**src/rtl/h_sync_gen.sv**
```systemverilog
// Horizontal timing generator: counts pixel ticks per line and produces
// active-low h_sync, h_de, the active pixel column and an end-of-line pulse.
module h_sync_gen #(
    parameter int unsigned PULSE_LENGTH = 96,
    parameter int unsigned BACK_PORCH   = 48,
    parameter int unsigned ACTIVE_VIDEO = 640,
    parameter int unsigned FRONT_PORCH  = 16,
    parameter int unsigned CNT_W        = 10
) (
    input  logic             clk,
    input  logic             rst,
    input  logic             pix_en,
    input  logic             h_en,
    output logic             h_sync,
    output logic             h_de,
    output logic [CNT_W-1:0] pixel_col,
    output logic             line_end,
    output logic             h_busy
);

    localparam int unsigned TOTAL = PULSE_LENGTH + BACK_PORCH + ACTIVE_VIDEO + FRONT_PORCH;

    localparam logic [CNT_W-1:0] BP_START = CNT_W'(PULSE_LENGTH);
    localparam logic [CNT_W-1:0] AP_START = CNT_W'(PULSE_LENGTH + BACK_PORCH);
    localparam logic [CNT_W-1:0] FP_START = CNT_W'(PULSE_LENGTH + BACK_PORCH + ACTIVE_VIDEO);
    localparam logic [CNT_W-1:0] LAST_CNT = CNT_W'(TOTAL - 1);

    typedef enum logic [4:0] {
        IDLE = 5'b00001,
        SP   = 5'b00010,
        BP   = 5'b00100,
        AP   = 5'b01000,
        FP   = 5'b10000
    } state_t;

    state_t           state;
    logic [CNT_W-1:0] h_cnt;

    logic [CNT_W-1:0] cnt_inc;
    state_t           inc_state;
    logic             inc_sync;
    logic             inc_de;
    logic [CNT_W-1:0] inc_col;

    // Region and output values for the incremented (non-wrapping) count
    always_comb begin
        cnt_inc   = h_cnt + CNT_W'(1);
        inc_state = SP;
        inc_sync  = 1'b0;
        inc_de    = 1'b0;
        inc_col   = '0;
        if (cnt_inc >= FP_START) begin
            inc_state = FP;
            inc_sync  = 1'b1;
        end else if (cnt_inc >= AP_START) begin
            inc_state = AP;
            inc_sync  = 1'b1;
            inc_de    = 1'b1;
            inc_col   = cnt_inc - AP_START;
        end else if (cnt_inc >= BP_START) begin
            inc_state = BP;
            inc_sync  = 1'b1;
        end
    end

    // Line state machine with registered outputs, advancing only on pixel ticks
    always_ff @(posedge clk or negedge rst) begin
        if (!rst) begin
            state     <= IDLE;
            h_cnt     <= '0;
            h_sync    <= 1'b1;
            h_de      <= 1'b0;
            pixel_col <= '0;
            line_end  <= 1'b0;
            h_busy    <= 1'b0;
        end else begin
            line_end <= 1'b0;
            if (pix_en) begin
                case (state)
                    IDLE: begin
                        if (h_en) begin
                            state     <= SP;
                            h_cnt     <= '0;
                            h_sync    <= 1'b0;
                            h_de      <= 1'b0;
                            pixel_col <= '0;
                            h_busy    <= 1'b1;
                        end
                    end
                    default: begin
                        if (h_cnt == LAST_CNT) begin
                            // h_en is only looked at here, so a line always completes
                            line_end  <= 1'b1;
                            h_cnt     <= '0;
                            h_de      <= 1'b0;
                            pixel_col <= '0;
                            if (h_en) begin
                                state  <= SP;
                                h_sync <= 1'b0;
                                h_busy <= 1'b1;
                            end else begin
                                state  <= IDLE;
                                h_sync <= 1'b1;
                                h_busy <= 1'b0;
                            end
                        end else begin
                            state     <= inc_state;
                            h_cnt     <= cnt_inc;
                            h_sync    <= inc_sync;
                            h_de      <= inc_de;
                            pixel_col <= inc_col;
                        end
                    end
                endcase
            end
        end
    end

endmodule

```
**config.mk**
```make
export PLATFORM = sky130hd
export DESIGN_NAME = h_sync_gen
export DESIGN_NICKNAME = d
export VERILOG_FILES = /design/src/rtl/h_sync_gen.sv
export SDC_FILE = /design/constraint.sdc
export NUM_CORES = 1
export LEC_CHECK = 0
export CORE_MARGIN = 3
export CORE_UTILIZATION = 40
export DETAILED_ROUTE_END_ITERATION = 8
export DONT_BUFFER_PORTS = 1
export SLEW_MARGIN = 25
export SYNTH_ARGS = -nofsm -noshare
export SYNTH_HDL_FRONTEND = slang
export SYNTH_SLANG_ARGS = --single-unit
```
**constraint.sdc**
```tcl
create_clock -name clk -period 4.6 [get_ports clk]
set_input_delay 0.92 -clock clk [delete_from_list [all_inputs] [get_ports clk]]
set_output_delay 0.92 -clock clk [all_outputs]
set_load 0.02 [all_outputs]
```
======== Word level (Yosys, flattened, before mapping) ========
Cells that the tools add are included.
W data, S select, Z words.
word-level totals
  flip-flop bits (word level) ............. 29
  word-level logic and storage cells ...... 50
operators by class
  add/sub/neg operators ................... 2
  order comparisons ....................... 3
  equal/unequal tests ..................... 3
  muxes and demuxes ....................... 32
  reduce and logical (&&, ||, !) cells .... 3
operators with widths
  operator                 number
  $mux W10                 7
  $mux W5                  4
  $mux W1                  18
  $add A10 B1 Y10 const B  1
  $eq A10 B10 Y1 const B   1
  $ge A10 B10 Y1 const B   1
  $ge A10 B7 Y1 const B    1
  $ge A10 B8 Y1 const B    1
  $sub A10 B8 Y10 const B  1
  $eq A5 B1 Y1 const B     1
  $mux W4                  1
  $mux W3                  1
  $reduce_and A3 Y1        1
  $mux W2                  1
  $ne A2 B2 Y1 const B     1
  $reduce_and A2 Y1        1
  $reduce_bool A2 Y1       1

======== Depth between registers and ports, before layout ========
Gate-level depths: netlist (run 1).
  depth after elaboration ................. 7
  depth in mapped cells ................... 12
  depth with buffers taken out ............ 10

======== Least setup slack after synthesis (run 1) ========
Ideal clock, no wire load.
  kind .................................... reg2reg
  from .................................... register h_cnt[1]
  to ...................................... register pixel_col[9]
  library setup time ...................... 0.080 ns
  arrival time ............................ 2.456 ns
  slack ................................... 2.064 ns
  cell stages (with the launch flop) ...... 12
  buffers on the path ..................... 2
  clock period less this slack ............ 2.536 ns
  cells stage by stage .................... dfrtp_1 -> ha_1 -> buf_6 -> and3_4 -> buf_6 -> xnor2_1 -> ha_1 -> o31a_2 -> and2_2 -> nand2b_4 -> or4_4 -> o211ai_2
between the ends
  longest elaborated chain between the ends .. 6
  elaborated cells on any way between the ends .. 9
  classes of those cells .................. add/sub: 2; order compare: 2; eq/ne: 1; mux: 4
RTL lines
  item                                                     RTL line  source
  from (decl)                                              37        logic [CNT_W-1:0] h_cnt;
  from (signal assigned)                                   108       h_cnt <= cnt_inc;
  $add A10 B1 Y10                                          47        cnt_inc = h_cnt + CNT_W'(1);
  $sub A10 B8 Y10 / $ge A10 B8 Y1 (equally long branches)  59, 55
  $mux W10                                                 55        end else if (cnt_inc >= AP_START) begin
  $mux W10                                                 52        if (cnt_inc >= FP_START) begin
  $mux W10 *                                               91        if (h_cnt == LAST_CNT) begin
  $mux W10 *                                               79        case (state)
  to (signal assigned)                                     111       pixel_col <= inc_col;
  to (decl)                                                16        output logic [CNT_W-1:0] pixel_col,
Mark *: on every way between the ends. The rest lies on a longest branch, timed or not.
A chain may end at the register's enable or synchronous reset.

======== Final worst setup path (run 1) ========
  from .................................... register h_cnt[0]
  to ...................................... register pixel_col[3]
The elaborated chain is that of the path after synthesis.

==> results of run 1 <==
[power by group through the flow]
stage | logic, mW | registers (mW) | clock network, mW
5_1_grt | 0.0980 | 0.301 | 0.172
4_1_cts | 0.0879 | 0.295 | 0.165
3_5_place_dp | 0.0875 | 0.300 | 0
6_report | 0.0872 | 0.295 | 0.154
3_3_place_gp | 0.0877 | 0.299 | 0
2_1_floorplan | 0.109 | 0.274 | 0
[synthesized netlist by cell type (all sizes together) (3+ instances only)]
| cell | n | area, µm² |
|---|---|---|
| a21oi | 6 | 30.0 |
| clkbuf | 4 | 15.0 |
| ha | 4 | 50.1 |
| a31oi | 3 | 18.8 |
| o41ai | 3 | 33.8 |
| o31ai | 8 | 85.1 |
| and3 | 6 | 42.5 |
| nand2 | 35 | 139 |
| buf | 12 | 98.8 |
| o211ai | 4 | 35.0 |
| a211oi | 3 | 22.5 |
| nor4 | 4 | 40.0 |
| nand3 | 4 | 25.0 |
| inv | 9 | 33.8 |
| o21ai | 16 | 80.1 |
| and2 | 3 | 20.0 |
| nand4 | 3 | 18.8 |
| dfrtp | 26 | 651 |
| xnor2 | 9 | 78.8 |
| and4 | 3 | 27.5 |
| nor2 | 15 | 58.8 |
[sequential cells by signal (all words and copies together), names as in the netlist]
signal and flops:
h_cnt 10, pixel_col 10, state 5, h_busy 1, h_sync 1, line_end 1
[layer usage]
metal | vias to the layer above | part of all wire, %
met5 | - | 0
met4 | 0 | 0.64
met3 | 4 | 4.9
met2 | 35 | 42
met1 | 708 | 53
li1 | 759 | -
[critical path, delay by kind of cell, from the launching register on]
family / cells / cell delay (ns)
adder cells (fa/ha/maj): 2 / 0.65
AO/OA/AOI/OAI: 3 / 0.81
flip-flops: 1 / 0.58
AND/OR/NAND/NOR: 3 / 0.56
XOR/XNOR: 1 / 0.18
[worst max-delay path by stage]
stage / slack [ns] / to / from / cells past startpoint
floorplan: 2.06 / pixel_col[9] / h_cnt[1] / 11
global placement: 1.82 / pixel_col[3] / h_cnt[0] / 9
detailed placement: 1.77 / pixel_col[7] / h_cnt[0] / 9
CTS: 1.73 / pixel_col[7] / h_cnt[0] / 9
global route: 1.53 / pixel_col[7] / h_cnt[0] / 9
finish: 1.74 / pixel_col[3] / h_cnt[0] / 9
[layout make-up]
class	count	area (µm²)	share of cell area (%)
sequential	28	703	35.5
tap	65	81.3	4.11
clock buffer	4	55.1	2.78
multi-input combinational	163	1090	55.1
timing repair buffer	2	15.0	0.759
inverter	9	33.8	1.71
[cells by family after synthesis]
group	Yosys count
AND/OR/NAND/NOR	89
XOR/XNOR	11
adder cells (fa/ha/maj)	4
buffers and inverters	26
AO/OA/AOI/OAI	57
flip-flops	28
multiplexers	2
[stage by stage]
| step | std cells | power (mW) | utilization, % | hold WS [ns] | instance area [µm²] |
|---|---|---|---|---|---|
| 2_1_floorplan | 217 | 0.383 | - | 0.457 | 1950 |
| 3_3_place_gp | 267 | 0.386 | 42.4 | 0.471 | 1920 |
| 3_5_place_dp | 267 | 0.387 | 42.4 | 0.485 | 1920 |
| 4_1_cts | 271 | 0.548 | 43.7 | 0.311 | 1980 |
| 5_1_grt | 271 | 0.571 | 43.7 | 0.299 | 1980 |
| 6_report | 271 | 0.537 | 43.7 | 0.321 | 1980 |
==> summary.txt, run 1 <==
Pin count of the biggest net entering global routing -> 29
Register area share after synthesis -> 36.0%
Peak Freq -> 349 MHz
Simple-gate share of the synthesized area -> 25.4%
Synth Register Bits -> 28
Number of buffers created by CTS -> 3
GR Overflow Total -> 0
Min Tclk post-route -> 2.86 ns
Core ar. -> 4530 µm²
DR pass1 iterations -> 4
Initial antenna violation count -> 0
Via density -> 5.56
Sw Pwr -> 0.165 mW
Number of global-route vias before repair -> 1472
Ys flop type -> dfrtp_1
GR Layer Usage met1 -> 23.6%
CTS H-Tree Depth -> 1
Grt met3 use -> 3.44%
Synth cell types -> 64
Status -> finished clean
Residual DRC count -> 0
Layout area overhead -> 1.28%
Mapped Avg Cell Area -> 9.01 µm²
Routed vias -> 1506
Die ar. -> 5760 µm²
Worst-path clk slew -> 0.10 ns
RePlAce Congestion -> 0.844
Yosys warns -> 0
Clk pwr share -> 28.8%
Detailed-placement wirelength estimate -> 3040 µm
Most used cell, CP -> ha_1
Slowest stage delay, CP -> 0.58 ns
Internal power -> 0.372 mW
M2 GR Usage -> 22.8%
Wire per inst -> 15.6 µm
RSZ-0062 raised after global routing -> no
Setup crit end kind -> register
CP required -> 4.80 ns
Final setup margin -> 1.74 ns
Post-cts hold buffer count -> 0
Crit Path Class -> reg -> reg
Seq pwr share -> 55.0%
Ant diodes -> 0
Worst min path class -> in -> async
Initial Utilization -> 43.1%
Dpl ws -> 1.77 ns
Global-route wire length before repair -> 7430 µm
Commonest non-fill, non-tap cell in the layout -> nand2_1
Arrival time worst endpoint -> 3.06 ns
Largest family of logic cells by synthesized area -> simple AND/OR/NAND/NOR gates
Count of final hold-check violations -> 0
Pwr dens -> 271 nW/µm²
Multiplexer area fraction after synthesis -> 1.02%
Clock latency on the worst-skew pair -> 0.28 ns
Fin. max-slew vios -> 0
DR iter-0 viols -> 141
Port buffer count -> 0
CTS tree -> built
Max_slew headroom -> 62.1%
Mapped Cells -> 217
Clock Sinks -> 28
Syn_nets -> 225
Bufs on Longest Clock Path -> 2
CP Cell Sequence -> ha_1 -> and3_4 -> xnor2_1 -> ha_1 -> o31a_2 -> and2_2 -> nand2b_4 -> o211a_1 -> o31ai_2
R2R Setup Slk -> 1.74 ns
Synthesized cell area -> 1950 µm²
Worst-Margin Slew -> 0.567 ns
GRT Max-Usage Layer -> met1
Setup Buffers After CTS -> 0
Commonest cells after routing, fill and taps aside -> nand2_1, dfrtp_1, nor2_1
Logic gate share of total power -> 16.2%
DIE WIDTH -> 75.9 µm
CP max-delay cell -> dfrtp_1
Peak VDD IR -> 0.147 mV
Setup crit start kind -> register
Switching share of power -> 30.8%
Post-synth ARST share -> 100%
XOR/XNOR Fraction of Synth Area -> 4.93%
Reg2reg path depth -> 9
CTS root buffer -> clkbuf_8
Fraction of layout cells with a size suffix above 1 -> 14.6%
Die height -> 75.9 µm
Reg2reg end -> pixel_col[3]
Total GRT Usage -> 15.5%
Antenna viol nets, final -> 0
Period utilisation layout -> 62.2%
Setup violations, final -> 0
Synth Area in Compound Gates -> 22.0%
Adder-Cell Fraction of Synth Area -> 2.56%
Routed WL -> 4240 µm
PostCTS Resize Cnt -> 0
Setup Skew -> 0.00456 ns
FP Rows -> 24
# Max-Cap Violations -> 0
CP max FO -> 12
Count of boundary I/O pins -> 18
Worst r2r src -> h_cnt[0]
Pleak -> 0.825 nW
Setup TNS Final -> 0 ns
# fillers -> 460
Number of synthesized flops with an enable pin -> 0
# nets final -> 215
No activity file was read; power rests on OpenSTA's default activity.
==> run 2: changes to the inputs <==
- clock period: 4.6 -> 2.53 ns (I/O delays scaled with it)
==> run 2 against run 1 <==
Highest routed layer unchanged. Global-route usage increased by 0.80 points. Clock skew about the same. Critical endpoint is now pixel_col[9]. Final area increased by 5.1%. Setup slack got worse by 1.6 ns. Fmax increased by 21%. Core utilization increased by 2.2 points. Sequential share of layout area decreased by 1.7 points.
==> summary.txt, run 2 (same netlist as run 1, synthesis figures left out) <==
Status -> finished clean
Commonest cells after routing, fill and taps aside -> nand2_1, dfrtp_1, nor2_1
Arrival time worst endpoint -> 2.57 ns
Initial Utilization -> 43.1%
CTS tree -> built
Clk pwr share -> 25.2%
FP Rows -> 24
Setup TNS Final -> 0 ns
RePlAce Congestion -> 0.858
RSZ-0062 raised after global routing -> no
DR iter-0 viols -> 128
GR Overflow Total -> 0
Routed WL -> 4460 µm
Setup violations, final -> 0
Levels on crit path -> 9
Fin. max-slew vios -> 0
Number of global-route vias before repair -> 1480
Clock Sinks -> 28
Logic gate share of total power -> 22.8%
# Max-Cap Violations -> 0
Worst-Margin Slew -> 0.586 ns
Min Tclk post-route -> 2.37 ns
Most used cell, CP -> ha_1
Number of buffers created by CTS -> 3
Initial antenna violation count -> 0
Setup crit end kind -> register
Setup Buffers After CTS -> 0
Ant diodes -> 0
DIE WIDTH -> 75.9 µm
# fillers -> 436
Seq pwr share -> 52.0%
Clock latency on the worst-skew pair -> 0.27 ns
CTS H-Tree Depth -> 1
Via density -> 5.51
CP max-delay cell -> or4_4
Worst-path clk slew -> 0.09 ns
Peak Freq -> 422 MHz
Sw Pwr -> 0.313 mW
Delay-heaviest family, CP -> simple AND/OR/NAND/NOR gates
Pwr dens -> 475 nW/µm²
Pleak -> 0.883 nW
Worst min path class -> in -> async
Max_slew headroom -> 60.6%
Bufs on Longest Clock Path -> 2
Total GRT Usage -> 16.3%
# nets final -> 227
Residual DRC count -> 0
Peak VDD IR -> 0.311 mV
Final setup margin -> 0.159 ns
CP Cell Sequence -> ha_1 -> and3_4 -> xnor2_2 -> ha_1 -> o31a_2 -> and2_2 -> nand2b_4 -> or4_4 -> o211ai_2
Fraction of layout cells with a size suffix above 1 -> 20.2%
Reg2reg path depth -> 9
Count of boundary I/O pins -> 18
Detailed-placement wirelength estimate -> 3200 µm
Count of final hold-check violations -> 0
Die ar. -> 5760 µm²
CP required -> 2.73 ns
Dpl ws -> 0.0861 ns
Global-route wire length before repair -> 7680 µm
Setup Skew -> 0.00481 ns
Die height -> 75.9 µm
Critical path buffers and inverters -> 0
Slowest stage delay, CP -> 0.53 ns
Routed vias -> 1560
CTS root buffer -> clkbuf_8
Switching share of power -> 31.7%
Antenna viol nets, final -> 0
Period utilisation layout -> 93.7%
Crit Path Class -> reg -> reg
Final core occ -> 45.9%
Regs by FF count -> h_cnt x10, pixel_col x10, state x5
Internal power -> 0.675 mW
Layout area overhead -> 6.47%
DR pass1 iterations -> 4
Port buffer count -> 0
Pin count of the biggest net entering global routing -> 27
Commonest non-fill, non-tap cell in the layout -> nand2_1
Core ar. -> 4530 µm²
Wire per inst -> 15.8 µm
Setup crit start kind -> register
CP max FO -> 5
## run 2: path summary, 6_finish.rpt
kind / to / slack (ns) / startpoint
min in group clk: state[0] / 0.30 / h_en
worst max-delay path: pixel_col[9] / 0.16 / h_cnt[0]
worst min register to register: state[0] / 0.49 / state[0]
worst max register to register: pixel_col[9] / 0.16 / h_cnt[0]
worst min-delay path: h_cnt[4] / 0.03 / rst
max in group asynchronous: h_cnt[3] / 2.34 / rst
## run 2: final cells by class
class                   count  area (µm²)  share of cell area, %
multi-input cells         163        1100                   52.8
flip-flops and latches     28         704                   33.9
repair buffers             14         118                   5.65
well taps                  65        81.3                   3.91
clock buffers               4        45.0                   2.16
inverters                   9        33.8                   1.62
## run 2: through the flow
stage	std cells	area [µm²]	power, mW	hold slack, ns
floorplan	217	1960	0.698	0.210
global placement	278	2010	0.733	0.212
detailed placement	278	2010	0.734	0.211
CTS	283	2080	1.00	0.0250
global route	283	2080	1.07	0.0150
finish	283	2080	0.989	0.0333
## run 2: repair_timing
action | 4_1_cts | 5_1_grt
hold endpoints to repair | 26 | 0
endpoints found under the setup margin | 0 | 10
resized for setup | 0 | 3
hold buffers | 1 | 0
## run 2: power by group through the flow
stage	logic (mW)	clock network (mW)	registers (mW)
floorplan	0.200	0	0.498
global placement	0.213	0	0.520
detailed placement	0.212	0	0.522
CTS	0.226	0.264	0.512
global route	0.255	0.289	0.521
finish	0.226	0.249	0.514
## run 2: metal layers
layer	GRT usage, %	vias up	wire length, µm	share of wire, %
met1	23.6	746	2300	52
met3	3.08	6	153	3.4
met4	5.98	0	70	1.6
met2	24.0	24	1930	43
li1	-	784	-	-
met5	0	-	0	0
==> run 3: changes to the inputs <==
- CAP_MARGIN: not set -> 20
- CORE_UTILIZATION: 40 -> 50
- PLACE_DENSITY: not set -> 0.68
==> run 3 against run 2 <==
Largest power group unchanged. Die area is 19% lower. Largest cell class unchanged. Clock skew is 0.0013 ns higher. Global-route usage is 4.6 points higher. First-iteration DRC count is 9.4% lower. Hold slack better by 0.0020 ns.
==> summary.txt, run 3 (same netlist as run 1, synthesis figures left out) <==
Design area -> 2070 µm²
Fraction of layout cells with a size suffix above 1 -> 20.6%
Period utilisation layout -> 93.0%
Layout area overhead -> 5.76%
Commonest non-fill, non-tap cell in the layout -> nand2_1
Max_slew headroom -> 68.5%
Seq pwr share -> 52.1%
Worst-Margin Slew -> 0.469 ns
Pwr dens -> 480 nW/µm²
Sw Pwr -> 0.316 mW
Crit Path Class -> reg -> reg
Residual DRC count -> 0
Min Tclk post-route -> 2.35 ns
CP required -> 2.72 ns
Final setup margin -> 0.176 ns
Status -> finished clean
Initial Utilization -> 52.6%
DIE WIDTH -> 68.5 µm
CTS tree -> built
CP max FO -> 11
RSZ-0062 raised after global routing -> no
Reg2reg end -> pixel_col[9]
Clock latency on the worst-skew pair -> 0.27 ns
FP Rows -> 22
Detailed-placement wirelength estimate -> 3320 µm
Core ar. -> 3720 µm²
Routed WL -> 4460 µm
Antenna viol nets, final -> 0
Clock Sinks -> 28
Peak Freq -> 425 MHz
# Max-Cap Violations -> 0
Worst-path clk slew -> 0.09 ns
Wire per inst -> 16.8 µm
Pleak -> 0.883 nW
Pin count of the biggest net entering global routing -> 27
Setup Skew -> 0.00613 ns
Final core occ -> 55.6%
GR Overflow Total -> 0
CTS root buffer -> clkbuf_8
Cell Area, Placed -> 1990 µm²
Initial antenna violation count -> 0
Total GRT Usage -> 20.9%
# nets final -> 227
Setup TNS Final -> 0 ns
Setup violations, final -> 0
DR iter-0 viols -> 116
Peak VDD IR -> 0.172 mV
RePlAce Congestion -> 0.877
Number of global-route vias before repair -> 1578
Setup crit end kind -> register
Number of buffers created by CTS -> 3
Ant diodes -> 0
Setup crit start kind -> register
Commonest cells after routing, fill and taps aside -> nand2_1, dfrtp_1, nor2_1
Worst min path class -> in -> async
Count of final hold-check violations -> 0
Reg2reg path depth -> 8
Logic gate share of total power -> 23.2%
Bufs on Longest Clock Path -> 2
Dpl ws -> 0.108 ns
Global-route wire length before repair -> 7390 µm
Die height -> 68.5 µm
R2R Setup Slk -> 0.18 ns
Arrival time worst endpoint -> 2.55 ns
Regs by FF count -> h_cnt x10, pixel_col x10, state x5
Routed vias -> 1629
Clk pwr share -> 24.7%
Port buffer count -> 0
Fin. max-slew vios -> 0
DR pass1 iterations -> 4
Count of boundary I/O pins -> 18
Die ar. -> 4690 µm²
Switching share of power -> 31.8%
Internal power -> 0.677 mW
CTS H-Tree Depth -> 1
Via density -> 6.12
Worst r2r src -> h_cnt[2]
## run 3: worst max-delay path: stages, from the launching register on
cell	delay (ns)
dfrtp_1	0.58
and3_4	0.31
xnor2_2	0.13
ha_1	0.20
o31a_2	0.14
and2_2	0.21
nand2b_4	0.08
or4_4	0.53
o211ai_2	0.09
## run 3: worst max path at each step
| stage | start | end | slack (ns) | depth (start not counted) |
|---|---|---|---|---|
| 2_1_floorplan | h_cnt[1] | pixel_col[9] | 0.06 | 11 |
| 3_3_place_gp | h_cnt[3] | pixel_col[1] | 0.19 | 10 |
| 3_5_place_dp | h_cnt[1] | pixel_col[2] | 0.11 | 9 |
| 4_1_cts | h_cnt[1] | pixel_col[2] | 0.07 | 9 |
| 5_1_grt | h_cnt[1] | pixel_col[2] | 0.04 | 9 |
| 6_report | h_cnt[2] | pixel_col[9] | 0.18 | 8 |
## run 3: final cells by class
type | instances | area, µm²
Fill cell | 352 | 1650
Multi-Input combinational cell | 163 | 1110
Sequential cell | 28 | 703
Timing Repair Buffer | 14 | 118
Tap cell | 48 | 60.1
Clock buffer | 4 | 45.0
Inverter | 9 | 33.8
## run 3: layer usage
layer  GRT usage (%)  share of wire, %  routed length [µm]  vias to the layer above
li1                -                 -                   -                      780
met1            27.3                44                1970                      784
met2            34.4                49                2170                       57
met3            3.40               5.7                 253                        8
met4            7.44               1.5                  66                        0
met5               0                 0                   0                        -
## run 3: repair_timing
item	in CTS	in global routing
setup endpoints to repair	0	11
gates resized for setup	0	3
setup buffers	0	0
hold buffers	1	0
endpoints found under the hold margin	26	0
## run 3: power by group through the flow
stage | registers [mW] | logic (mW) | clock network [mW]
detailed placement | 0.525 | 0.215 | 0
global route | 0.523 | 0.258 | 0.271
CTS | 0.517 | 0.227 | 0.252
global placement | 0.521 | 0.208 | 0
floorplan | 0.498 | 0.200 | 0
finish | 0.517 | 0.230 | 0.245
## run 3: per-stage QoR
step	cells	power [mW]	hold slack [ns]
after floorplan	217	0.698	0.210
after global placement	261	0.729	0.211
after detailed placement	261	0.740	0.211
after CTS	266	0.996	0.0359
after global routing	266	1.05	0.0312
final	266	0.993	0.0352
